$ cat config.mk
export PLATFORM = sky130hd
export DESIGN_NAME = copy_cmd_queue
export DESIGN_NICKNAME = d
export VERILOG_FILES = /design/src/rtl/copy_cmd_queue.sv
export SDC_FILE = /design/constraint.sdc
export NUM_CORES = 1
export LEC_CHECK = 0
export ABC_AREA = 1
export BUFFER_PORTS_ARGS = -buffer_cell sky130_fd_sc_hd__buf_4
export CORE_MARGIN = 2
export CORE_UTILIZATION = 57
export CTS_CLUSTER_DIAMETER = 40
export DETAILED_ROUTE_END_ITERATION = 10
export PLACE_DENSITY = 0.8
export SKIP_CTS_REPAIR_TIMING = 1
export SLEW_MARGIN = 30
export SYNTH_ARGS = -nofsm -noshare
export SYNTH_HDL_FRONTEND = slang
export SYNTH_SLANG_ARGS = --single-unit
$ cat constraint.sdc
create_clock -name CLK -period 2.68 [get_ports CLK]
set_input_delay 0.268 -clock CLK [delete_from_list [all_inputs] [get_ports CLK]]
set_output_delay 0.268 -clock CLK [all_outputs]
set_load 0.01 [all_outputs]
$ cat src/rtl/copy_cmd_queue.sv
// Descriptor FIFO and sequencer feeding the copier: buffers (src, dst, size) commands
// and issues them one at a time, retiring each on finished (or immediately if size is 0).
//
// state | meaning
// IDLE  | no copy in flight; pops the head descriptor whenever the queue is non-empty
// ISSUE | descriptor latched; start pulses for this one cycle
// WAIT  | copier running; retires on finished
module copy_cmd_queue #(
    parameter int DEPTH = 4,
    parameter int AW    = 8
) (
    input  logic                     CLK,
    input  logic                     nRST,
    input  logic                     cmd_valid,
    output logic                     cmd_ready,
    input  logic [AW-1:0]            cmd_src,
    input  logic [AW-1:0]            cmd_dst,
    input  logic [AW-1:0]            cmd_size,
    output logic [AW-1:0]            src_addr,
    output logic [AW-1:0]            dst_addr,
    output logic [AW-1:0]            copy_size,
    output logic                     start,
    input  logic                     finished,
    output logic [$clog2(DEPTH):0]   count,
    output logic                     busy,
    output logic [7:0]               done_count
);

    localparam int PW = $clog2(DEPTH);
    localparam int CW = PW + 1;

    typedef enum logic [1:0] {IDLE, ISSUE, WAIT} state_t;

    state_t          state, state_nxt;
    logic [AW-1:0]   mem_src  [DEPTH];
    logic [AW-1:0]   mem_dst  [DEPTH];
    logic [AW-1:0]   mem_size [DEPTH];
    logic [PW-1:0]   head, tail;
    logic            push, pop, retire;

    // Ready depends on count alone, so a pop on a full queue never admits a push that edge.
    assign cmd_ready = (count != CW'(DEPTH));
    assign push      = cmd_valid && cmd_ready;
    assign start     = (state == ISSUE);
    assign busy      = (count != '0) || (state != IDLE);

    always_comb begin
        state_nxt = state;
        pop       = 1'b0;
        retire    = 1'b0;
        case (state)
            IDLE: begin
                if (count != '0) begin
                    pop = 1'b1;
                    if (mem_size[head] != '0) state_nxt = ISSUE;
                    else                      retire    = 1'b1;
                end
            end
            ISSUE: state_nxt = WAIT;
            WAIT: begin
                if (finished) begin
                    retire    = 1'b1;
                    state_nxt = IDLE;
                end
            end
            default: state_nxt = IDLE;
        endcase
    end

    always_ff @(posedge CLK) begin
        if (push) begin
            mem_src[tail]  <= cmd_src;
            mem_dst[tail]  <= cmd_dst;
            mem_size[tail] <= cmd_size;
        end
    end

    always_ff @(posedge CLK or negedge nRST) begin
        if (!nRST) begin
            state      <= IDLE;
            head       <= '0;
            tail       <= '0;
            count      <= '0;
            done_count <= '0;
            src_addr   <= '0;
            dst_addr   <= '0;
            copy_size  <= '0;
        end else begin
            state <= state_nxt;
            if (push) tail <= tail + PW'(1);
            if (pop) begin
                head      <= head + PW'(1);
                src_addr  <= mem_src[head];
                dst_addr  <= mem_dst[head];
                copy_size <= mem_size[head];
            end
            case ({push, pop})
                2'b10:   count <= count + CW'(1);
                2'b01:   count <= count - CW'(1);
                default: count <= count;
            endcase
            if (retire) done_count <= done_count + 8'd1;
        end
    end

endmodule

==> impl_metrics.py, run 1 <==
metrics = {
    "power": {
        "powerDensity_mw_per_mm2": 1160,
        "irDropWorstVdd_v": 0.000573,
        "power_w": 0.00797,
        "cellLeakagePower_nw": 2.73,
    },
    "global_route": {
        "use_met3": 0.0538,
        "met1_usage": 0.286,
        "use_met2": 0.374,
        "grt_antenna_before_repair": 0,
        "grt_pass1_vias": 3557,
        "grt_util_all_layers": 0.226,
        "overflow": 0,
        "grt_max_degree": 50,
        "grt_pass1_wl_um": 17200,
        "busiest_layer": "met2",
    },
    "worst_setup_path": {
        "max_stage_delay_ns": 0.43,
        "crit_buf_inv": 2,
        "crit_fanout": 8,
        "arrival_ns": 2.60,
        "cp-start-kind": "flip-flop",
        "critPathKind": "flip-flop to flip-flop",
        "worstSetupEndpointType": "flip-flop",
        "critPathSlowestCell": "dfrtp_1",
        "crit_family": "adder cells",
        "required_ns": 3.08,
        "path_cells": "inv_1, nand3_1, nand2_1, ha_1, inv_1, fa_1, a21oi_1, o21ai_0, xnor2_1",
        "cp_common_cell": "inv_1",
    },
    "place": {
        "gp_congestion": 0.803,
        "dp_hpwl_um": 6400,
        "dp_slack_ns": 0.492,
        "port-buffer-count": 65,
        "placed_area_sq_mm": 0.00603,
    },
    "logic_synthesis": {
        "ys_types": 25,
        "syn_area_per_cell_sq_um": 11.9,
        "synth.ff_latch_count": 137,
        "synth-seq-area-share": 0.723,
        "synth_cells": 453,
        "syn-num-nets": 488,
        "netlist_area_sq_mm": 0.00541,
        "yosys_warnings": 0,
    },
    "sta": {
        "drv_slew": 0,
        "worst_clock_skew_ns": 0.00841,
        "fin_crit_sh": 0.823,
        "fin_ws_ns": 0.475,
        "rsz0062_at_grt": "false",
        "setup_violations": 0,
        "worst_slew_pin_slew_ns": 0.751,
        "fmax_mhz": 453,
        "hold_viol": 0,
        "relSlewSlack": 0.499,
        "setup-tns-final_ns": 0,
        "fin_crit_ns": 2.21,
    },
    "clock_tree": {
        "numCtsBuffers": 17,
        "htreeDepth": 4,
        "cts.clk_slew.worst_paths_ns": 0.06,
        "root_buffer": "clkbuf_8",
        "worst_skew_pair.late_latency_ns": 0.51,
        "cts.sinks": 137,
        "cts.path.max_buffers": 2,
        "cts_tree": "yes",
    },
    "drt": {
        "ant_nets": 0,
        "drt-pass1-iter-count": 4,
        "first_iter_violations": 278,
        "drc": 0,
        "wire_per_inst_um": 16.0,
        "drt-total-wl_um": 11100,
        "vias": 3646,
        "viasPerCell": 5.26,
    },
    "die": {
        "die_area_sq_mm": 0.0103,
        "core_area_sq_mm": 0.00924,
        "initial_core_util": 0.585,
        "top_level_ports": 66,
        "die_h_um": 101,
        "rows": 35,
        "dieWidth_um": 101,
    },
    "final_layout": {
        "stdcell_area_sq_mm": 0.00685,
        "nNetsFinal": 586,
        "final_util": 0.741,
        "antenna_cells": 0,
        "drive_above_1_share": 0.204,
        "area_growth_pct": 26.6,
    },
    "run_status": {
        "status": "finished, final reports clean",
    },
    "run": {
        "drv_cap": 0,
    },
    "worst_hold_path": {
        "hold_path.class": "primary input to asynchronous set/reset pin",
    },
}
[area by class of cell]
type / instances / area (sq um)
timing repair buffer: 98 / 801
clock buffer: 17 / 414
inverter: 16 / 60.1
fill: 606 / 2390
sequential: 137 / 3910
multi-input combinational: 281 / 1360
tap: 129 / 161
clock inverter: 15 / 144
[power by group]
| group | internal [W] | total (W) | switching [W] |
|---|---|---|---|
| Combinational | 0.000974 | 0.00264 | 0.00166 |
| Clock | 0.00125 | 0.00216 | 0.000913 |
| Sequential | 0.00289 | 0.00318 | 0.000291 |
| Total | 0.00511 | 0.00797 | 0.00287 |
[stage by stage]
| step | hold slack [ns] | cells |
|---|---|---|
| 2_1_floorplan | -0.0276 | 453 |
| 3_3_place_gp | 0.293 | 635 |
| 3_5_place_dp | 0.304 | 635 |
| 4_1_cts | -0.249 | 667 |
| 5_1_grt | 0.327 | 693 |
| 6_report | 0.287 | 693 |
[path summary, 6_finish.rpt]
path / slack (ns) / start / to / cells past startpoint
worst max-delay path: 0.47 / count[0] / count[2] / 9
min in group CLK: 0.35 / cmd_valid / tail[1] / 4
worst max register to register: 0.47 / count[0] / count[2] / 9
worst min-delay path: 0.29 / nRST / copy_size[2] / 2
worst min register to register: 0.49 / copy_size[5] / copy_size[5] / 2
max in group asynchronous: 1.98 / nRST / dst_addr[7] / 2
[flip-flops by register name, indices dropped and copies added, names as in the netlist]
register    cells
copy_size       8
count           3
done_count      8
dst_addr        8
head            2
mem_dst        32
mem_size       32
mem_src        32
src_addr        8
state           2
tail            2
[worst register-to-register path, stage by stage, from the launching register on]
cell and delay (ns):
dfrtp_1 0.43, inv_1 0.12, nand3_1 0.13, nand2_1 0.34
ha_1 0.22, inv_1 0.07, fa_1 0.39, a21oi_1 0.16
o21ai_0 0.12, xnor2_1 0.13
[per-layer routing]
| layer | vias up | share of wire |
|---|---|---|
| met5 | - | 0 |
| met4 | 0 | 0.0094 |
| met3 | 8 | 0.055 |
| met2 | 115 | 0.53 |
| met1 | 1767 | 0.41 |
| li1 | 1756 | - |
[placed cells by master (no fill, tap or decap), types with 3 or more instances in the layout]
| cell type | count |
|---|---|
| o21ai_0 | 42 |
| inv_6 | 4 |
| buf_4 | 72 |
| dfrtp_1 | 41 |
| a21oi_1 | 3 |
| nor2_2 | 6 |
| edfxtp_1 | 96 |
| clkbuf_16 | 16 |
| dlygate4sd3_1 | 26 |
| clkinvlp_4 | 5 |
| inv_2 | 3 |
| xnor2_1 | 5 |
| inv_1 | 13 |
| nor2_1 | 88 |
| xor2_1 | 5 |
| ha_1 | 6 |
| nand3_1 | 30 |
| clkinv_4 | 3 |
| nand2_1 | 74 |
| a31oi_1 | 16 |
[synth_stat cells, drive strengths merged]
cell type	number	area (sq um)
edfxtp	96	2880
nor2	95	369
nand2	75	289
o21ai	42	210
dfrtp	41	1030
nand3	31	168
a31oi	16	100
inv	16	60.1
buf	12	67.6
clkbuf	7	26.3
ha	6	75.1
xnor2	5	43.8
xor2	5	43.8
a21oi	3	15.0
fa	1	20.0
nor3	1	5.00
o21bai	1	7.51
[logic make-up after synthesis]
logic type	Yosys count	synth area share
and+or+nand+nor	202	0.154
adders and majority gates	7	0.0176
xor gates and xnor gates	10	0.0162
buffers and inverters	35	0.0285
DFF	137	0.723
AOI/OAI and AO/OA	62	0.0615
Note: power is estimated with default switching activity, not from simulation.
==> run 2: changes to the inputs <==
- ABC_AREA: 1 -> 0
- CORE_UTILIZATION: 57 -> 52
- PLACE_DENSITY: 0.8 -> 0.78
- clock period: 2.68 -> 1.8 ns (I/O delays scaled with it)
==> run 2 against run 1 <==
Largest cell class unchanged. Core utilization is 1.5 points lower. Via count shrank 17%. Synthesized area shrank 2.3%. Highest routed layer unchanged. The run now ends with negative setup slack left. Non-clock buffer count grew 23. Critical path depth is 3 lower. First-iteration DRC count fell by 39%. Fmax fell by 4.9%.
==> impl_metrics.py, run 2 <==
metrics = {
    "global_route": {
        "grt_util_all_layers": 0.204,
        "grt_antenna_before_repair": 0,
        "grt_pass1_vias": 3098,
        "grt_max_degree": 42,
        "grt_pass1_wl_um": 16500,
        "overflow": 0,
    },
    "logic_synthesis": {
        "ys_top_cells_by_area": "edfxtp_1 55%, dfrtp_1 19%, mux4_2 10%",
        "yosys_most_used_dff": "edfxtp_1",
        "synth_top_cell_by_area": "edfxtp_1",
        "synth_cells": 307,
        "synth_top_area_frac": 0.545,
        "synth_most_common_cell": "edfxtp_1",
        "async_reset_ff_frac": 0.299,
        "synth.ff_latch_count": 137,
        "yosys_warnings": 0,
        "syn_area_per_cell_sq_um": 17.2,
        "ys_types": 31,
        "synth_commonest_cells": "96 x edfxtp_1, 77 x nand2_1, 41 x dfrtp_1",
        "syn-num-nets": 342,
        "synth-seq-area-share": 0.739,
        "netlist_area_sq_mm": 0.00529,
        "synth_edf_count": 96,
    },
    "sta": {
        "worst_slew_pin_slew_ns": 0.562,
        "worst_clock_skew_ns": 0.0102,
        "fin_ws_ns": -0.518,
        "setup_violations": 10,
        "drv_slew": 0,
        "relSlewSlack": 0.625,
        "fin_crit_sh": 1.29,
        "fmax_mhz": 431,
        "rsz0062_at_grt": "true",
        "fin_crit_ns": 2.32,
        "hold_viol": 0,
    },
    "worst_setup_path": {
        "cp-start-kind": "flip-flop",
        "critPathKind": "flip-flop to flip-flop",
        "required_ns": 2.21,
        "arrival_ns": 2.73,
        "crit_fanout": 6,
        "cp-startpoint": "head[0]",
        "worstSetupEndpointType": "flip-flop",
        "r2r-start": "head[0]",
    },
    "clock_tree": {
        "numCtsBuffers": 17,
        "root_buffer": "clkbuf_8",
        "cts.path.max_buffers": 2,
        "cts.sinks": 137,
        "worst_skew_pair.late_latency_ns": 0.52,
        "cts_tree": "yes",
        "htreeDepth": 4,
        "cts.clk_slew.worst_paths_ns": 0.06,
    },
    "worst_hold_path": {
        "hold_path.class": "primary input to flip-flop",
        "min_from": "finished",
    },
    "place": {
        "dp_slack_ns": -0.574,
        "port-buffer-count": 65,
        "dp_hpwl_um": 5930,
        "placed_area_sq_mm": 0.00616,
        "gp_congestion": 0.711,
    },
    "run_status": {
        "violations": "negative setup slack",
        "status": "finished with violations",
    },
    "drt": {
        "viasPerCell": 5.22,
        "drt-pass1-iter-count": 4,
        "wire_per_inst_um": 18.4,
        "vias": 3031,
        "drc": 0,
        "drt-total-wl_um": 10700,
        "first_iter_violations": 170,
        "ant_nets": 0,
    },
    "final_layout": {
        "layout_commonest_cell": "edfxtp_1",
        "antenna_cells": 0,
        "area_growth_pct": 34.9,
        "stdcell_area_sq_mm": 0.00713,
        "nNetsFinal": 470,
        "final_util": 0.726,
        "drive_above_1_share": 0.377,
        "reg_top3": "mem_dst x32, mem_size x32, mem_src x32",
        "final_cell_mix": "96 x edfxtp_1, 88 x buf_4, 77 x nand2_1",
    },
    "die": {
        "top_level_ports": 66,
        "die_area_sq_mm": 0.0110,
        "die_h_um": 105,
        "rows": 36,
        "initial_core_util": 0.538,
        "core_area_sq_mm": 0.00982,
        "dieWidth_um": 105,
    },
    "run": {
        "drv_cap": 0,
    },
    "power": {
        "irDropWorstVdd_v": 0.000992,
        "cellLeakagePower_nw": 2.90,
        "powerDensity_mw_per_mm2": 1780,
    },
}
run 2: worst paths after layout:
| kind | end | slack (ns) | cells after the start |
|---|---|---|---|
| hold / removal | state[1] | 0.007 | 3 |
| setup reg to reg | done_count[1] | -0.52 | 6 |
| min in group asynchronous | copy_size[5] | 0.20 | 2 |
| max in group asynchronous | head[0] | 1.20 | 2 |
| setup / recovery | done_count[1] | -0.52 | 6 |
| hold reg to reg | copy_size[6] | 0.47 | 2 |
run 2: metrics by stage:
step	setup TNS, ns	power, W	hold slack, ns	cells
after global placement	-3.07	0.00882	0.205	517
after CTS	-4.11	0.0125	-0.337	549
after global routing	-4.86	0.0134	0.0158	581
after detailed placement	-3.82	0.00898	0.219	517
final	-3.83	0.0127	0.00732	581
after floorplan	-2.10	0.00732	-0.116	307
run 2: critical path, stage by stage, from the launching register on:
cell and delay, ns:
dfrtp_2 0.40, buf_12 0.13, mux4_2 0.55, nor4_4 0.41
a32oi_4 0.26, nor2_4 0.16, mux2_4 0.30
run 2: metal layers:
metal	vias up	wire (um)	GRT usage
li1	1388	-	-
met1	1543	4370	0.248
met2	86	5730	0.354
met3	14	419	0.0536
met4	0	160	0.0695
met5	-	0	0
run 2: logic make-up after synthesis:
logic type / count (synthesis) / share of synthesized area
muxes: 26 / 0.106
and+or+nand+nor: 101 / 0.0911
adders and majority gates: 7 / 0.0180
AOI/OAI and AO/OA: 4 / 0.00639
xor gates and xnor gates: 13 / 0.0215
DFF: 137 / 0.739
buffers and inverters: 19 / 0.0173
run 2: power breakdown:
group          switching, W  total, W  internal [W]
logic               0.00232   0.00450       0.00219
clock network       0.00123   0.00347       0.00224
registers          0.000427   0.00475       0.00432
total               0.00397    0.0127       0.00874
run 2: final cells by class:
cell class | instances | area [sq um]
clock buffers | 23 | 437
clock inverters | 9 | 149
fillers | 627 | 2690
inverters | 7 | 31.3
multi-input cells | 151 | 1380
flip-flops and latches | 137 | 3910
well taps | 133 | 166
repair buffers | 121 | 1050
==> run 3: changes to the inputs <==
- SKIP_CTS_REPAIR_TIMING: 1 -> unset
==> run 3 against run 2 <==
The run still ends with negative setup slack left. Sequential share of layout area fell by 0.30 points. Power rose by 0.58%. Final area rose by 0.53%. Wire length fell by 1.6%. Die area did not move. Combinational power rose by 2%. Worst hold slack improved by 0.11 ns. Flip-flop and latch count did not move. Clock-buffer cell count did not move. Clock skew fell by 0.0027 ns. Critical path type unchanged. Highest routed layer unchanged.
==> impl_metrics.py, run 3 (synthesis results as in run 2) <==
metrics = {
    "run_status": {
        "status": "finished with violations",
        "violations": "negative setup slack",
    },
    "die": {
        "top_level_ports": 66,
        "die_area_sq_mm": 0.0110,
        "rows": 36,
        "core_area_sq_mm": 0.00982,
        "dieWidth_um": 105,
        "initial_core_util": 0.538,
        "die_h_um": 105,
    },
    "drt": {
        "vias": 3042,
        "drt-total-wl_um": 10500,
        "ant_nets": 0,
        "viasPerCell": 5.16,
        "wire_per_inst_um": 17.8,
        "drt-pass1-iter-count": 4,
        "first_iter_violations": 184,
        "drc": 0,
    },
    "sta": {
        "fin_crit_sh": 1.30,
        "setup_violations": 9,
        "fmax_mhz": 429,
        "relSlewSlack": 0.621,
        "drv_slew": 0,
        "worst_slew_pin_slew_ns": 0.568,
        "fin_crit_ns": 2.33,
        "hold_ws_ns": 0.116,
        "worst_clock_skew_ns": 0.00750,
        "hold_viol": 0,
        "fin_ws_ns": -0.533,
        "rsz0062_at_grt": "true",
    },
    "worst_setup_path": {
        "worst_r2r_endpoint": "done_count[1]",
        "required_ns": 2.20,
        "arrival_ns": 2.73,
        "crit_fanout": 6,
        "crit_end": "done_count[1]",
        "r2r-start": "head[0]",
        "cp-start-kind": "flip-flop",
        "worstSetupEndpointType": "flip-flop",
        "cp-startpoint": "head[0]",
        "critPathKind": "flip-flop to flip-flop",
        "r2r_slack_ns": -0.53,
        "worst-r2r-cell-count": 6,
    },
    "global_route": {
        "use_met2": 0.362,
        "use_met3": 0.0593,
        "met1_usage": 0.257,
        "overflow": 0,
        "grt_pass1_vias": 3286,
        "grt_util_all_layers": 0.210,
        "grt_max_degree": 42,
        "busiest_layer": "met2",
        "grt_antenna_before_repair": 0,
        "grt_pass1_wl_um": 17100,
    },
    "final_layout": {
        "final_cell_mix": "98 x buf_4, 96 x edfxtp_1, 77 x nand2_1",
        "layout_commonest_cell": "buf_4",
        "nNetsFinal": 479,
        "final_cells": 590,
        "drive_above_1_share": 0.385,
        "stdcell_area_sq_mm": 0.00717,
        "antenna_cells": 0,
        "area_growth_pct": 35.6,
        "reg_top3": "mem_dst x32, mem_size x32, mem_src x32",
    },
    "worst_hold_path": {
        "hold_depth": 4,
        "hold_path.class": "primary input to flip-flop",
    },
    "place": {
        "placed_cells": 517,
        "port-buffer-count": 65,
        "gp_congestion": 0.711,
        "placed_area_sq_mm": 0.00616,
        "dp_hpwl_um": 5930,
    },
    "clock_tree": {
        "htreeDepth": 4,
        "cts.path.max_buffers": 2,
        "numCtsBuffers": 17,
        "cts.sinks": 137,
        "cts_tree": "yes",
        "cts.clk_slew.worst_paths_ns": 0.06,
        "root_buffer": "clkbuf_8",
        "worst_skew_pair.late_latency_ns": 0.51,
    },
    "power": {
        "p_switching_w": 0.00395,
        "powerDensity_mw_per_mm2": 1780,
        "cellLeakagePower_nw": 2.93,
        "p_clk_frac": 0.270,
        "combPwrFrac": 0.359,
        "irDropWorstVdd_v": 0.00101,
        "intPower_w": 0.00884,
        "pwr-share-seq": 0.370,
        "power_w": 0.0128,
        "swShare": 0.309,
    },
    "run": {
        "drv_cap": 0,
    },
}
[run 3: routing by layer]
layer	wire length, um	vias up
li1	-	1404
met1	4330	1542
met2	5580	81
met3	451	15
met4	153	0
met5	0	-
[run 3: worst min-delay path by stage]
stage          slack, ns            to  startpoint
2_1_floorplan      -0.12  copy_size[0]        nRST
3_3_place_gp        0.21  copy_size[4]        nRST
3_5_place_dp        0.22  copy_size[5]        nRST
4_1_cts             0.10       tail[0]   cmd_valid
5_1_grt             0.12       tail[0]   cmd_valid
6_report            0.12       tail[0]   cmd_valid
[run 3: area by class of cell]
class	count	area [sq um]
well taps	133	166
repair buffers	130	1120
clock buffers	23	437
multi-input cells	151	1360
inverters	7	31.3
fillers	624	2650
clock inverters	9	149
flip-flops and latches	137	3910
[run 3: repair_timing]
item	4_1_cts	5_1_grt
hold buffers	26	0
gates resized for setup	11	1
setup buffers	10	5
setup endpoints to repair	9	11
pin swaps	7	4
hold endpoints to repair	138	0
[run 3: through the flow]
stage | util | setup TNS [ns] | setup WS [ns]
floorplan | - | -2.10 | -0.348
global placement | 0.627 | -3.07 | -0.466
detailed placement | 0.627 | -3.82 | -0.574
CTS | 0.726 | -3.52 | -0.494
global route | 0.730 | -4.72 | -0.646
finish | 0.730 | -3.97 | -0.533
[run 3: worst max-delay path: stages, from the launching register on]
cell,delay [ns]
dfrtp_2,0.40
buf_12,0.13
mux4_2,0.54
nor4_4,0.43
a32oi_4,0.23
nor2_2,0.18
mux2_4,0.31
[run 3: power groups by stage]
stage                     Combinational, W  Clock, W  Sequential [W]
after global placement             0.00410         0         0.00473
after CTS                          0.00456   0.00350         0.00474
after floorplan                    0.00248         0         0.00484
after detailed placement           0.00421         0         0.00477
final                              0.00460   0.00346         0.00473
after global routing               0.00503   0.00364         0.00482
